## src/rtl/branch_history_predictor_if.sv

```systemverilog
// Fetch-side lookup and execute-side training signals of the branch predictor.
// GHR fields stay one bit wide when history is disabled (GHR_W = 0).
interface branch_history_predictor_if #(
  parameter int PC_W  = 32,
  parameter int GHR_W = 6
);
  localparam int GW = (GHR_W > 0) ? GHR_W : 1;

  logic            pred_valid;
  logic [PC_W-1:0] pred_pc;
  logic            pred_out_valid;
  logic            pred_taken;
  logic [GW-1:0]   pred_ghr;

  logic            upd_valid;
  logic [PC_W-1:0] upd_pc;
  logic [GW-1:0]   upd_ghr;
  logic            upd_taken;
  logic            upd_mispredict;

  modport master (
    output pred_valid, pred_pc,
    output upd_valid, upd_pc, upd_ghr, upd_taken, upd_mispredict,
    input  pred_out_valid, pred_taken, pred_ghr
  );

  modport slave (
    input  pred_valid, pred_pc,
    input  upd_valid, upd_pc, upd_ghr, upd_taken, upd_mispredict,
    output pred_out_valid, pred_taken, pred_ghr
  );
endinterface

```

## src/rtl/branch_history_predictor.sv

```systemverilog
// Table of saturating direction counters indexed by PC, optionally XORed with a
// speculative global history (gshare); registered one-cycle lookup, EX-side training.
module branch_history_predictor #(
  parameter int ENTRIES  = 64,
  parameter int CTR_W    = 2,
  parameter int GHR_W    = 6,
  parameter int PC_W     = 32,
  parameter int ADDR_LSB = 2,
  parameter int CNT_W    = 32
) (
  input  logic                      clk,
  input  logic                      rst_n,
  branch_history_predictor_if.slave bus,
  output logic [CNT_W-1:0]          stat_updates,
  output logic [CNT_W-1:0]          stat_mispred
);
  localparam int IDX_W = $clog2(ENTRIES);
  localparam int GW    = (GHR_W > 0) ? GHR_W : 1;
  localparam logic [CTR_W-1:0] CTR_INIT = CTR_W'((1 << (CTR_W - 1)) - 1);
  localparam logic [CTR_W-1:0] CTR_MAX  = '1;

  logic [CTR_W-1:0] ctr [ENTRIES];
  logic [GW-1:0]    ghr;
  logic [GW-1:0]    ghr_next;
  logic [IDX_W-1:0] ghr_term;
  logic [IDX_W-1:0] upd_ghr_term;
  logic [IDX_W-1:0] pidx;
  logic [IDX_W-1:0] uidx;
  logic             pred_bit;
  logic             out_valid_q;
  logic             out_taken_q;
  logic [GW-1:0]    out_ghr_q;
  logic             unused_bits;

  // With history disabled both XOR terms collapse to zero (pure bimodal).
  always_comb begin
    ghr_term     = '0;
    upd_ghr_term = '0;
    if (GHR_W > 0) begin
      ghr_term     = IDX_W'(ghr);
      upd_ghr_term = IDX_W'(bus.upd_ghr);
    end
  end

  assign pidx     = bus.pred_pc[ADDR_LSB +: IDX_W] ^ ghr_term;
  assign uidx     = bus.upd_pc[ADDR_LSB +: IDX_W] ^ upd_ghr_term;
  assign pred_bit = ctr[pidx][CTR_W-1];

  // A mispredict repair overrides any speculative shift from a lookup in the same cycle.
  always_comb begin
    ghr_next = ghr;
    if (GHR_W == 0) begin
      ghr_next = '0;
    end else if (bus.upd_valid && bus.upd_mispredict) begin
      ghr_next = GW'({bus.upd_ghr, bus.upd_taken});
    end else if (bus.pred_valid) begin
      ghr_next = GW'({ghr, pred_bit});
    end
  end

  always_ff @(posedge clk or negedge rst_n) begin
    if (!rst_n) begin
      for (int i = 0; i < ENTRIES; i++) begin
        ctr[i] <= CTR_INIT;
      end
    end else if (bus.upd_valid) begin
      if (bus.upd_taken) begin
        if (ctr[uidx] != CTR_MAX) ctr[uidx] <= ctr[uidx] + CTR_W'(1);
      end else begin
        if (ctr[uidx] != '0) ctr[uidx] <= ctr[uidx] - CTR_W'(1);
      end
    end
  end

  // Lookup reads the pre-update table, so a same-index update is not bypassed.
  always_ff @(posedge clk or negedge rst_n) begin
    if (!rst_n) begin
      ghr         <= '0;
      out_valid_q <= 1'b0;
      out_taken_q <= 1'b0;
      out_ghr_q   <= '0;
    end else begin
      ghr         <= ghr_next;
      out_valid_q <= bus.pred_valid;
      out_taken_q <= bus.pred_valid & pred_bit;
      if (bus.pred_valid) out_ghr_q <= ghr;
    end
  end

  always_ff @(posedge clk or negedge rst_n) begin
    if (!rst_n) begin
      stat_updates <= '0;
      stat_mispred <= '0;
    end else if (bus.upd_valid) begin
      stat_updates <= stat_updates + CNT_W'(1);
      if (bus.upd_mispredict) stat_mispred <= stat_mispred + CNT_W'(1);
    end
  end

  assign bus.pred_out_valid = out_valid_q;
  assign bus.pred_taken     = out_taken_q;
  assign bus.pred_ghr       = out_ghr_q;

  // PC bits outside the index window carry no information for the predictor.
  assign unused_bits = ^{bus.pred_pc, bus.upd_pc, bus.upd_ghr};
endmodule
```

## src/flat_wrapper.sv

```systemverilog
// flat-port wrapper written by rule: the top's interface ports become plain ports
module branch_history_predictor_flat 
#(
  parameter int ENTRIES  = 64,
  parameter int CTR_W    = 2,
  parameter int GHR_W    = 6,
  parameter int PC_W     = 32,
  parameter int ADDR_LSB = 2,
  parameter int CNT_W    = 32
)
  (clk, rst_n, stat_updates, stat_mispred, bus_pred_valid, bus_pred_pc, bus_upd_valid, bus_upd_pc, bus_upd_ghr, bus_upd_taken, bus_upd_mispredict, bus_pred_out_valid, bus_pred_taken, bus_pred_ghr);
  branch_history_predictor_if #(.PC_W(PC_W), .GHR_W(GHR_W)) bus_i ();
  input  logic clk;
  input  logic rst_n;
  output logic [CNT_W-1:0] stat_updates;
  output logic [CNT_W-1:0] stat_mispred;
  input wire logic [$bits(bus_i.pred_valid)-1:0] bus_pred_valid;
  input wire logic [$bits(bus_i.pred_pc)-1:0] bus_pred_pc;
  input wire logic [$bits(bus_i.upd_valid)-1:0] bus_upd_valid;
  input wire logic [$bits(bus_i.upd_pc)-1:0] bus_upd_pc;
  input wire logic [$bits(bus_i.upd_ghr)-1:0] bus_upd_ghr;
  input wire logic [$bits(bus_i.upd_taken)-1:0] bus_upd_taken;
  input wire logic [$bits(bus_i.upd_mispredict)-1:0] bus_upd_mispredict;
  output wire logic [$bits(bus_i.pred_out_valid)-1:0] bus_pred_out_valid;
  output wire logic [$bits(bus_i.pred_taken)-1:0] bus_pred_taken;
  output wire logic [$bits(bus_i.pred_ghr)-1:0] bus_pred_ghr;
  assign bus_i.pred_valid = bus_pred_valid;
  assign bus_i.pred_pc = bus_pred_pc;
  assign bus_i.upd_valid = bus_upd_valid;
  assign bus_i.upd_pc = bus_upd_pc;
  assign bus_i.upd_ghr = bus_upd_ghr;
  assign bus_i.upd_taken = bus_upd_taken;
  assign bus_i.upd_mispredict = bus_upd_mispredict;
  assign bus_pred_out_valid = bus_i.pred_out_valid;
  assign bus_pred_taken = bus_i.pred_taken;
  assign bus_pred_ghr = bus_i.pred_ghr;
  branch_history_predictor #(.ENTRIES(ENTRIES), .CTR_W(CTR_W), .GHR_W(GHR_W), .PC_W(PC_W), .ADDR_LSB(ADDR_LSB), .CNT_W(CNT_W)) u_core (.clk(clk), .rst_n(rst_n), .bus(bus_i), .stat_updates(stat_updates), .stat_mispred(stat_mispred));
endmodule
```

## config.mk

```make
export PLATFORM = sky130hd
export DESIGN_NAME = branch_history_predictor_flat
export DESIGN_NICKNAME = d
export VERILOG_FILES = /design/src/rtl/branch_history_predictor_if.sv /design/src/rtl/branch_history_predictor.sv /design/src/flat_wrapper.sv
export SDC_FILE = /design/constraint.sdc
export NUM_CORES = 1
export LEC_CHECK = 0
export CORE_MARGIN = 4
export CORE_UTILIZATION = 23
export CTS_CLUSTER_SIZE = 14
export DETAILED_ROUTE_END_ITERATION = 8
export PLACE_DENSITY = 0.49
export SLEW_MARGIN = 20
export SYNTH_ARGS = -nofsm -noshare
export SYNTH_HDL_FRONTEND = slang
export SYNTH_SLANG_ARGS = --single-unit
```

## constraint.sdc

```tcl
create_clock -name clk -period 4.25 [get_ports clk]
set_input_delay 0.85 -clock clk [delete_from_list [all_inputs] [get_ports clk]]
set_output_delay 0.85 -clock clk [all_outputs]
set_load 0.01 [all_outputs]
```

* After elaboration in Yosys (flattened, before gate mapping)
Index checks and enable logic that the tools add are counted.
** Cells by class
- Order comparisons :: 3
- Bitwise gates (word level) :: 5
- Equality and inequality tests :: 2
- Muxes and demuxes :: 15
- Reduce and logical (&&, ||, !) cells :: 7
- $add $sub $neg :: 4
** Operator list (count)
- 2-to-1 mux 128 bit :: 3
- bitwise mux 128 bit :: 2
- adder 32 x 1 -> 32 bit, second input constant :: 2
- binary-select mux 2 bit (select 6 bit) :: 2
- >= comparator 7 bit, second input constant :: 2
- NOT 6 -> 7 bit :: 2
- demux 2 bit (select 6 bit) :: 1
- 2-to-1 mux 6 bit :: 2
- XOR 6 bit :: 2
- 2-to-1 mux 2 bit :: 5
- less-than comparator 7 x 1 -> 1 bit, second input constant :: 1
- nonzero test 2 bit :: 3
- AND reduction 3 bit :: 1
- adder 2 x 1 -> 2 bit, second input constant :: 1
- logical AND 1 bit :: 2
- inequality test 2 x 1 -> 1 bit, second input constant :: 1
- inequality test 2 bit, second input constant :: 1
- AND reduction 2 bit :: 1
- subtractor 2 x 1 -> 2 bit, second input constant :: 1
- bitwise AND 1 bit :: 1
** Word-level totals
- Output and inout port bits :: 72
- Input port bits :: 76
- Register bits after elaboration :: 206

* Depth between registers and ports, before layout
Gate-level depths: netlist (run 1).
- Word-level depth :: 9
- Depth in mapped cells :: 17
- Gate-level depth less buffers :: 13

* Least setup slack after synthesis (run 1)
OpenSTA, ideal clock, no wires.
- Path type :: input -> register
- Start point :: in bus_upd_ghr[0]
- End point :: reg u_core.ctr[17] in the netlist's numbering
- Arrival time :: 4.149 ns
- Path slack :: -0.024 ns
- Stages on the path :: 17
- Cells stage by stage :: xnor2_1 -> buf_1 -> nor3_2 -> a22oi_1 -> a41oi_1 -> or4_1 -> nor4_2 -> buf_4 -> buf_6 -> inv_1 -> ha_1 -> mux2i_1 -> and2_1 -> buf_2 -> nand2_1 -> nor2_1 -> mux2_2
** On the way
- Word-level cells in the longest chain between the ends :: 9
- Elaborated cells between the ends (all ways) :: 22
- Those cells by class :: add/sub (2); order compare (2); eq/ne (2); mux (10); bitwise (2); reduce/logical (4)
** Ends and longest elaborated chain
- from (decl) :: line flat_wrapper.sv:21 : input wire logic [$bits(bus_i.upd_ghr)-1:0] bus_upd_ghr;
- XOR 6 bit (*) :: line branch_history_predictor.sv:46 : assign uidx = bus.upd_pc[ADDR_LSB +: IDX_W] ^ upd_ghr_term;
- NOT 6 -> 7 bit (not written as such) (*) :: line branch_history_predictor.sv:68, branch_history_predictor.sv:70
- binary-select mux 2 bit (select 6 bit) (tied with other cells) :: line branch_history_predictor.sv:68, branch_history_predictor.sv:70
- 2-to-1 mux 2 bit (not written as such) / logical AND 1 bit (equally long branches) :: line branch_history_predictor.sv:68, branch_history_predictor.sv:70
- 2-to-1 mux 2 bit (not written as such) :: line branch_history_predictor.sv:68, branch_history_predictor.sv:70
- subtractor 2 x 1 -> 2 bit (tied with other cells) :: line branch_history_predictor.sv:70 : if (ctr[uidx] != '0) ctr[uidx] <= ctr[uidx] - CTR_W'(1);
- bitwise mux 128 bit (on tied branches) :: line branch_history_predictor.sv:70, branch_history_predictor.sv:68
- 2-to-1 mux 128 bit (on tied branches) :: line branch_history_predictor.sv:70, branch_history_predictor.sv:68
- 2-to-1 mux 128 bit :: line branch_history_predictor.sv:67 : if (bus.upd_taken) begin
- to (signal, indexed assignment) :: line branch_history_predictor.sv:64 : ctr[i] <= CTR_INIT;
- to (decl) :: line branch_history_predictor.sv:22 : logic [CTR_W-1:0] ctr [ENTRIES];
Every way passes the cells marked *; elsewhere a longest branch is shown, timed or not. The select of a mux whose other input is x is not followed.
A chain may end at the register's enable or synchronous reset.

* Final worst setup path (run 1)
- Start point :: in bus_upd_pc[2]
- End point :: reg u_core.ctr[73] in the netlist's numbering
** On the way
- Word-level cells in the longest chain between the ends :: 9
- Elaborated cells between the ends (all ways) :: 22
- Those cells by class :: add/sub (2); order compare (2); eq/ne (2); mux (10); bitwise (2); reduce/logical (4)
** Ends and longest elaborated chain
- from (decl) :: line flat_wrapper.sv:20 : input wire logic [$bits(bus_i.upd_pc)-1:0] bus_upd_pc;
- XOR 6 bit (*) :: line branch_history_predictor.sv:46
- NOT 6 -> 7 bit (not written as such) (*) :: line branch_history_predictor.sv:68, branch_history_predictor.sv:70
- binary-select mux 2 bit (select 6 bit) (tied with other cells) :: line branch_history_predictor.sv:68, branch_history_predictor.sv:70
- 2-to-1 mux 2 bit (not written as such) / logical AND 1 bit (equally long branches) :: line branch_history_predictor.sv:68, branch_history_predictor.sv:70
- 2-to-1 mux 2 bit (not written as such) :: line branch_history_predictor.sv:68, branch_history_predictor.sv:70
- subtractor 2 x 1 -> 2 bit (tied with other cells) :: line branch_history_predictor.sv:70
- bitwise mux 128 bit (on tied branches) :: line branch_history_predictor.sv:70, branch_history_predictor.sv:68
- 2-to-1 mux 128 bit (on tied branches) :: line branch_history_predictor.sv:70, branch_history_predictor.sv:68
- 2-to-1 mux 128 bit :: line branch_history_predictor.sv:67
Marks and branches as above.

==> flow_summary_export.csv, run 1 <==
group,metric,value,unit
routing,drtAntennaViolNets,0,
global_route,track_usage,13.78,%
logic_synthesis,postSynthCellCount,829,
cts,clk_pin_slew,0.06,ns
placed_design,numPortBuffers,95,
global_route,grt_pass1_wl,49960,um
cts,clock_path_buffers,3,
sta,setup_viol,0,
cells_and_area,final_cell_mix,"dfrtp_1 (142), mux2_2 (124), clkdlybuf4s50_1 (88), buf_4 (84), nor2_1 (66)",
cts,cts_inserted_buffers,26,
critical_path,start_kind,"input pin",
logic_synthesis,synth-seq-cells,206,
global_route,grt_pass1_vias,7714,
routing,first_pass_iters,5,
logic_synthesis,async_flop_share,100.0,%
cells_and_area,area_growth,35.62,%
sta,fmax,243.5,MHz
critical_path,endpoint_kind,"register",
global_route,antenna_found_initial,0,
global_route,grt_overflow,0,
cells_and_area,antenna_cells,0,
sta,rsz0062_at_grt,"no",
run_status,status,"finished clean",
critical_path,crit_path_max_fanout,6,
critical_path,worstPathRequired,4.67,ns
sta,fin_setup_tns,0,ns
routing,via_per_inst,4.560,
power,ir_worst_vdd,0.3571,mV
placed_design,dp.cells,1581,
routing,wl_per_cell,19.90,um
min_path,hold_class,"in2async",
logic_synthesis,synth_top_area_cell,"dfrtp_1",
cells_and_area,drive_above_1_share,38.30,%
logic_synthesis,synth_top_area_share,35.61,%
die,ioPinCount,148,
logic_synthesis,synth.top_cells.by_area,"dfrtp_1 (36%), dfstp_2 (17%), mux2_2 (14%), xnor2_1 (4.3%), nor2_1 (3.7%)",
die,fp.dieH,216.3,um
sta,tightest_slew,1.091,ns
logic_synthesis,yosys_warnings,0,
sta,slew-limit-headroom,26.74,%
power,power.leakage,5.603,nW
sta,finClkSkew,0.01594,ns
die,die_w,216.3,um
sta,post-route-period-util,96.65,%
cells_and_area,layout_commonest_cell,"dfrtp_1",
routing,post-route-drc-count,0,
job,cap_violations,0,
sta,fin_crit,4.107,ns
cts,cts_tree,"done",
logic_synthesis,seq_area_frac_synth,52.46,%
routing,vias,7442,
power,cellPowerDensity,558.9,mW/mm^2
logic_synthesis,synth_area,0.009980,sq mm
die,core_area,0.04298,sq mm
sta,hold_viol_final,0,
logic_synthesis,synth-main-ff-cell,"dfrtp_1",
critical_path,crit_type,"in2reg",
sta,slew_violations,0,
die,num_rows,76,
routing,wl,32480,um
cells_and_area,final_cells,1632,
placed_design,hpwl,23370,um
routing,drt-initial-drc-count,579,
cts,h-tree-depth,1,
logic_synthesis,ys_types,47,
global_route,grt_max_degree,104,
cells_and_area,nets,1107,
logic_synthesis,synthesis.nets,909,
critical_path,worstPathArrival,4.52,ns
logic_synthesis,syn_area_per_cell,12.04,sq um
die,die-area,0.04679,sq mm
cts,cts_sinks,206,
cells_and_area,fillerInstances,4391,
cts,cts_root_buf,"clkbuf_16",
logic_synthesis,synth_edf_count,0,
die,initial_core_util,23.22,%
cts,clkLatencyLatePin,0.54,ns
placed_design,gp_congestion,0.8904,
-- per-layer routing --
metal	up-vias	part of all wire [%]	track usage (%)	routed length (um)
met5	-	0	0	0
met4	0	3.3	4.758	1064
met3	54	4.8	2.215	1570
met2	183	47	22.31	15300
met1	3795	45	18.81	14540
li1	3410	-	-	-
-- where the power goes --
| group | switching, mW | total (mW) | internal [mW] |
|---|---|---|---|
| Clock | 0.896 | 2.33 | 1.43 |
| Combinational | 1.01 | 2.04 | 1.03 |
| Sequential | 0.489 | 3.20 | 2.71 |
| Total | 2.39 | 7.56 | 5.17 |
-- worst max-delay path, cell delays in order --
cell	delay, ns
dlygate4sd2_1	0.27
buf_4	0.16
xor2_4	0.19
buf_4	0.14
buf_4	0.14
nand3_1	0.12
buf_12	0.14
buf_4	0.15
o22ai_1	0.08
nor4_1	0.43
o22a_1	0.21
and4_1	0.22
inv_1	0.06
ha_1	0.18
mux2i_1	0.12
and2_4	0.18
buf_4	0.12
nand2_1	0.07
buf_4	0.17
nor2_1	0.16
mux2_2	0.35
-- worst paths after layout --
check,startpoint,to,slack [ns],cells past startpoint
max,bus_upd_pc[2],u_core.ctr[73],0.14,21
min,rst_n,u_core.ctr[115],0.40,1
max reg2reg,register,u_core.ctr[73],1.02,15
min reg2reg,u_core.stat_mispred[31],u_core.stat_mispred[31],0.47,1
max in group asynchronous,rst_n,async pin,2.74,2
min in group clk,u_core.stat_mispred[31],u_core.stat_mispred[31],0.47,1
-- final cells by class --
| type | instances | area (sq um) | area share, % |
|---|---|---|---|
| Clock inverter | 14 | 160.2 | 1.183 |
| Clock buffer | 34 | 752.0 | 5.556 |
| Multi-Input combinational cell | 591 | 4777 | 35.30 |
| Inverter | 8 | 30.03 | 0.2219 |
| Timing Repair Buffer | 194 | 1848 | 13.65 |
| Sequential cell | 206 | 5235 | 38.68 |
| Tap cell | 585 | 732.0 | 5.408 |
-- per-stage QoR --
| stage | power (mW) | util, % | area (sq um) | hold slack [ns] | worst slack, ns |
|---|---|---|---|---|---|
| after floorplan | 4.251 | - | 9981 | 0.4982 | 0.06987 |
| after global placement | 5.199 | 28.92 | 12430 | 0.4633 | -0.9926 |
| after detailed placement | 5.213 | 28.92 | 12430 | 0.4671 | -1.002 |
| after CTS | 7.625 | 31.42 | 13510 | 0.4466 | 0.03928 |
| after global routing | 7.929 | 31.49 | 13530 | 0.4667 | 0.007661 |
| final | 7.564 | 31.49 | 13530 | 0.3980 | 0.1425 |
-- synth_stat cells (7+ instances only) --
master and count:
mux2_1 12, and3_1 9, dfstp_2 64, nand4_1 18, and2_1 7, nand3_1 25
nor3_1 8, nand2_1 64, xor2_1 29, mux4_2 12, nor2_1 98, xnor2_1 49
o22ai_1 32, nor4_1 8, clkbuf_1 11, mux2i_1 14, mux2_2 124, inv_1 8
a22oi_1 26, dfrtp_1 142
-- repair_timing --
item,CTS,global route
hold buffers,0,0
setup buffers,3,0
pin swaps,4,3
setup endpoints to repair,128,128
gates cloned,0,0
resized for setup,48,9
-- cells by family after synthesis --
| kind of cell | count (synthesis) | share of synthesized area [%] |
|---|---|---|
| AOI/OAI and AO/OA | 90 | 6.532 |
| DFF | 206 | 52.46 |
| xor gates and xnor gates | 83 | 7.773 |
| buffers and inverters | 32 | 1.605 |
| adders and majority gates | 4 | 0.5015 |
| muxes | 162 | 19.46 |
| and+or+nand+nor | 252 | 11.67 |
Note: power is estimated with default switching activity, not from simulation.
==> run 2: changes to the inputs <==
--- a/config.mk
+++ b/config.mk
@@ -10,7 +10,6 @@
 export CTS_CLUSTER_SIZE = 14
 export DETAILED_ROUTE_END_ITERATION = 8
 export PLACE_DENSITY = 0.49
-export SLEW_MARGIN = 20
 export SYNTH_ARGS = -nofsm -noshare
 export SYNTH_HDL_FRONTEND = slang
 export SYNTH_SLANG_ARGS = --single-unit
==> results of run 2 <==
The final DEF is identical to that of run 1; final timing and power are the same.
==> run 3: changes to the inputs <==
--- a/config.mk
+++ b/config.mk
@@ -5,6 +5,7 @@
 export SDC_FILE = /design/constraint.sdc
 export NUM_CORES = 1
 export LEC_CHECK = 0
+export ABC_AREA = 1
 export CORE_MARGIN = 4
 export CORE_UTILIZATION = 23
 export CTS_CLUSTER_SIZE = 14
==> constraint.sdc (replaced) <==
create_clock -name clk -period 5.1 [get_ports clk]
set_input_delay 1.02 -clock clk [delete_from_list [all_inputs] [get_ports clk]]
set_output_delay 1.02 -clock clk [all_outputs]
set_load 0.01 [all_outputs]
==> flow_summary_export.csv, run 3 <==
group,metric,value,unit
logic_synthesis,netlist_top_cells_count,"nand2_1 (467), nand3_1 (157), nor2_1 (155)",
sta,fin_crit,4.689,ns
critical_path,crit_chain,"clkdlybuf4s50_1 > xnor2_1 > nand3_2 > o21ai_1 > nor2_1 > nand2_1 > nand2_1 > nand2_1 > nor2_4 > nand2_1 > inv_1 > ha_1 > nand2_1 > nand3_1 > nor2_1 > inv_1 > nor2_1 > inv_1 > nand2_1 > o21ai_0",
sta,fin_ws,0.4115,ns
cells_and_area,multiInputGateArea,0.005011,sq mm
die,fp.dieH,226.7,um
logic_synthesis,synth_area,0.01100,sq mm
routing,wl_per_cell,16.80,um
critical_path,worstPathArrival,5.08,ns
run_status,status,"finished clean",
routing,first_pass_iters,5,
sta,hold_viol_final,0,
sta,fin_setup_tns,0,ns
global_route,grt_pass1_vias,9859,
logic_synthesis,synth_edf_count,0,
logic_synthesis,synth_top_area_share,32.30,%
die,ioPinCount,148,
critical_path,r2r_end,"u_core.ctr[15]",
min_path,hold_class,"reg2reg",
placed_design,gp_congestion,0.8969,
cells_and_area,layout_commonest_cell,"nand2_1",
logic_synthesis,synth-main-ff-cell,"dfrtp_1",
cts,cts_root_buf,"clkbuf_16",
routing,drtAntennaViolNets,0,
global_route,antenna_found_initial,1,
critical_path,r2r_slack,2.11,ns
logic_synthesis,postSynthCellCount,1445,
power,ir_worst_vdd,0.2388,mV
cts,cts_inserted_buffers,25,
sta,hold_slack,0.4645,ns
sta,rsz0062_at_grt,"no",
cts,h-tree-depth,1,
cts,cts_resized,0,
cts,cts_sinks,206,
placed_design,dp.cells,2133,
sta,slew_violations,0,
placed_design,place_ws,0.003866,ns
job,cap_violations,0,
critical_path,critPathCapture,"u_core.ctr[15]",
cells_and_area,final_cells,2179,
global_route,track_usage,14.04,%
placed_design,numPortBuffers,95,
logic_synthesis,ys_types,32,
die,num_rows,79,
routing,drt-initial-drc-count,877,
sta,slew-limit-headroom,26.85,%
logic_synthesis,seq_area_frac_synth,47.59,%
critical_path,crit_path_max_fanout,10,
logic_synthesis,synth_top_area_cell,"dfrtp_1",
critical_path,endpoint_kind,"register",
critical_path,start_kind,"input pin",
cts,clock_path_buffers,3,
cells_and_area,nets,1633,
cts,post-cts-setup-buffers,0,
die,initial_core_util,23.43,%
routing,post-route-drc-count,0,
critical_path,rr_worst_depth,18,
global_route,grt_overflow,0,
critical_path,cpPeakStageDelay,0.75,ns
cells_and_area,seqCellArea,0.005235,sq mm
global_route,grt_max_degree,100,
global_route,grt_pass1_wl,57210,um
critical_path,worstPathRequired,5.49,ns
cts,hold_buffers,0,
power,cellPowerDensity,437.2,mW/mm^2
critical_path,critPathSlowestCell,"xnor2_1",
logic_synthesis,async_flop_share,100.0,%
critical_path,startpoint,"bus_upd_pc[4]",
logic_synthesis,synthMostInstantiatedCell,"nand2_1",
cells_and_area,drive_above_1_share,9.803,%
cts,cts_tree,"done",
routing,vias,9994,
placed_design,hpwl,24420,um
sta,finClkSkew,0.01717,ns
cells_and_area,final_cell_mix,"nand2_1 (467), nand3_1 (157), nor2_1 (153), dfrtp_1 (142), inv_1 (140)",
logic_synthesis,synth-seq-cells,206,
logic_synthesis,yosys_warnings,0,
sta,fmax,213.3,MHz
die,core_area,0.04695,sq mm
cells_and_area,area_growth,23.62,%
cells_and_area,fillerInstances,5002,
sta,post-route-period-util,91.93,%
logic_synthesis,synthesis.nets,1525,
cts,clkLatencyLatePin,0.53,ns
routing,via_per_inst,4.587,
critical_path,cpMostUsedCell,"nand2_1",
die,die-area,0.05139,sq mm
sta,tightest_slew,1.095,ns
routing,wl,36620,um
logic_synthesis,syn_area_per_cell,7.613,sq um
power,total_power,5.946,mW
critical_path,crit_type,"in2reg",
die,die_w,226.7,um
sta,setup_viol,0,
power,power.leakage,5.983,nW
logic_synthesis,synth.top_cells.by_area,"dfrtp_1 (32%), nand2_1 (16%), dfstp_2 (15%), nand3_1 (7.1%), nor2_1 (5.3%)",
cts,clk_pin_slew,0.06,ns
run 3: cell count changes after synthesis, sizes merged, moves of 13 or more:
cell,before,now
buf,11,28
o21ai,0,96
xnor2,51,30
mux2,136,1
nor2,98,155
mux2i,14,0
nand3,25,162
a21oi,5,21
inv,8,143
nand2,64,468
xor2,32,45
a22oi,26,0
run 3: stage by stage:
stage                     cell area, sq um  util (%)
after global routing                 13600     28.96
after CTS                            13600     28.96
final                                13600     28.96
after global placement               12760     27.17
after floorplan                      11000         -
after detailed placement             12760     27.17
run 3: logic make-up (layout without fill, tap and decap cells):
logic type,Yosys count,after routing,synth area share (%)
compound gates,146,146,6.972
xor+xnor,75,75,6.040
fa+ha+maj,4,4,0.4550
buf+inv,187,313,7.404
flops,206,206,47.59
mux,1,1,0.1024
other cells,0,1,0
simple gates,826,826,31.44
run 3: layout make-up:
type | count | area share (%)
repair buffers | 124 | 8.897
well taps | 607 | 5.585
clock inverters | 8 | 0.8832
inverters | 144 | 3.975
multi-input cells | 1052 | 36.85
diodes | 1 | 0.01840
clock buffers | 37 | 5.299
flip-flops and latches | 206 | 38.49
run 3: per-layer routing:
| layer | wire length (um) | track usage (%) | vias up |
|---|---|---|---|
| met4 | 1009 | 4.183 | 0 |
| met5 | 0 | 0 | - |
| met2 | 16840 | 22.29 | 278 |
| met3 | 1907 | 2.136 | 58 |
| li1 | - | - | 4842 |
| met1 | 16860 | 19.83 | 4816 |
run 3: worst max-delay path, delay by kind of cell:
family	cells	cell delay [ns]
buf+inv	4	0.94
xor+xnor	1	0.75
simple gates	12	1.80
compound gates	2	0.36
fa+ha+maj	1	0.19
run 3: how the worst min path moves through the flow:
stage / startpoint / endpoint / slack (ns) / depth (start not counted)
floorplan: register / register / 0.45 / 2
global placement: register / register / 0.45 / 2
detailed placement: register / register / 0.46 / 2
CTS: register / register / 0.47 / 2
global route: register / register / 0.48 / 2
finish: register / register / 0.46 / 2
run 3: report_power, final:
group | internal, mW | switching, mW
logic | 0.594 | 0.958
clock network | 1.13 | 0.714
registers | 2.18 | 0.377
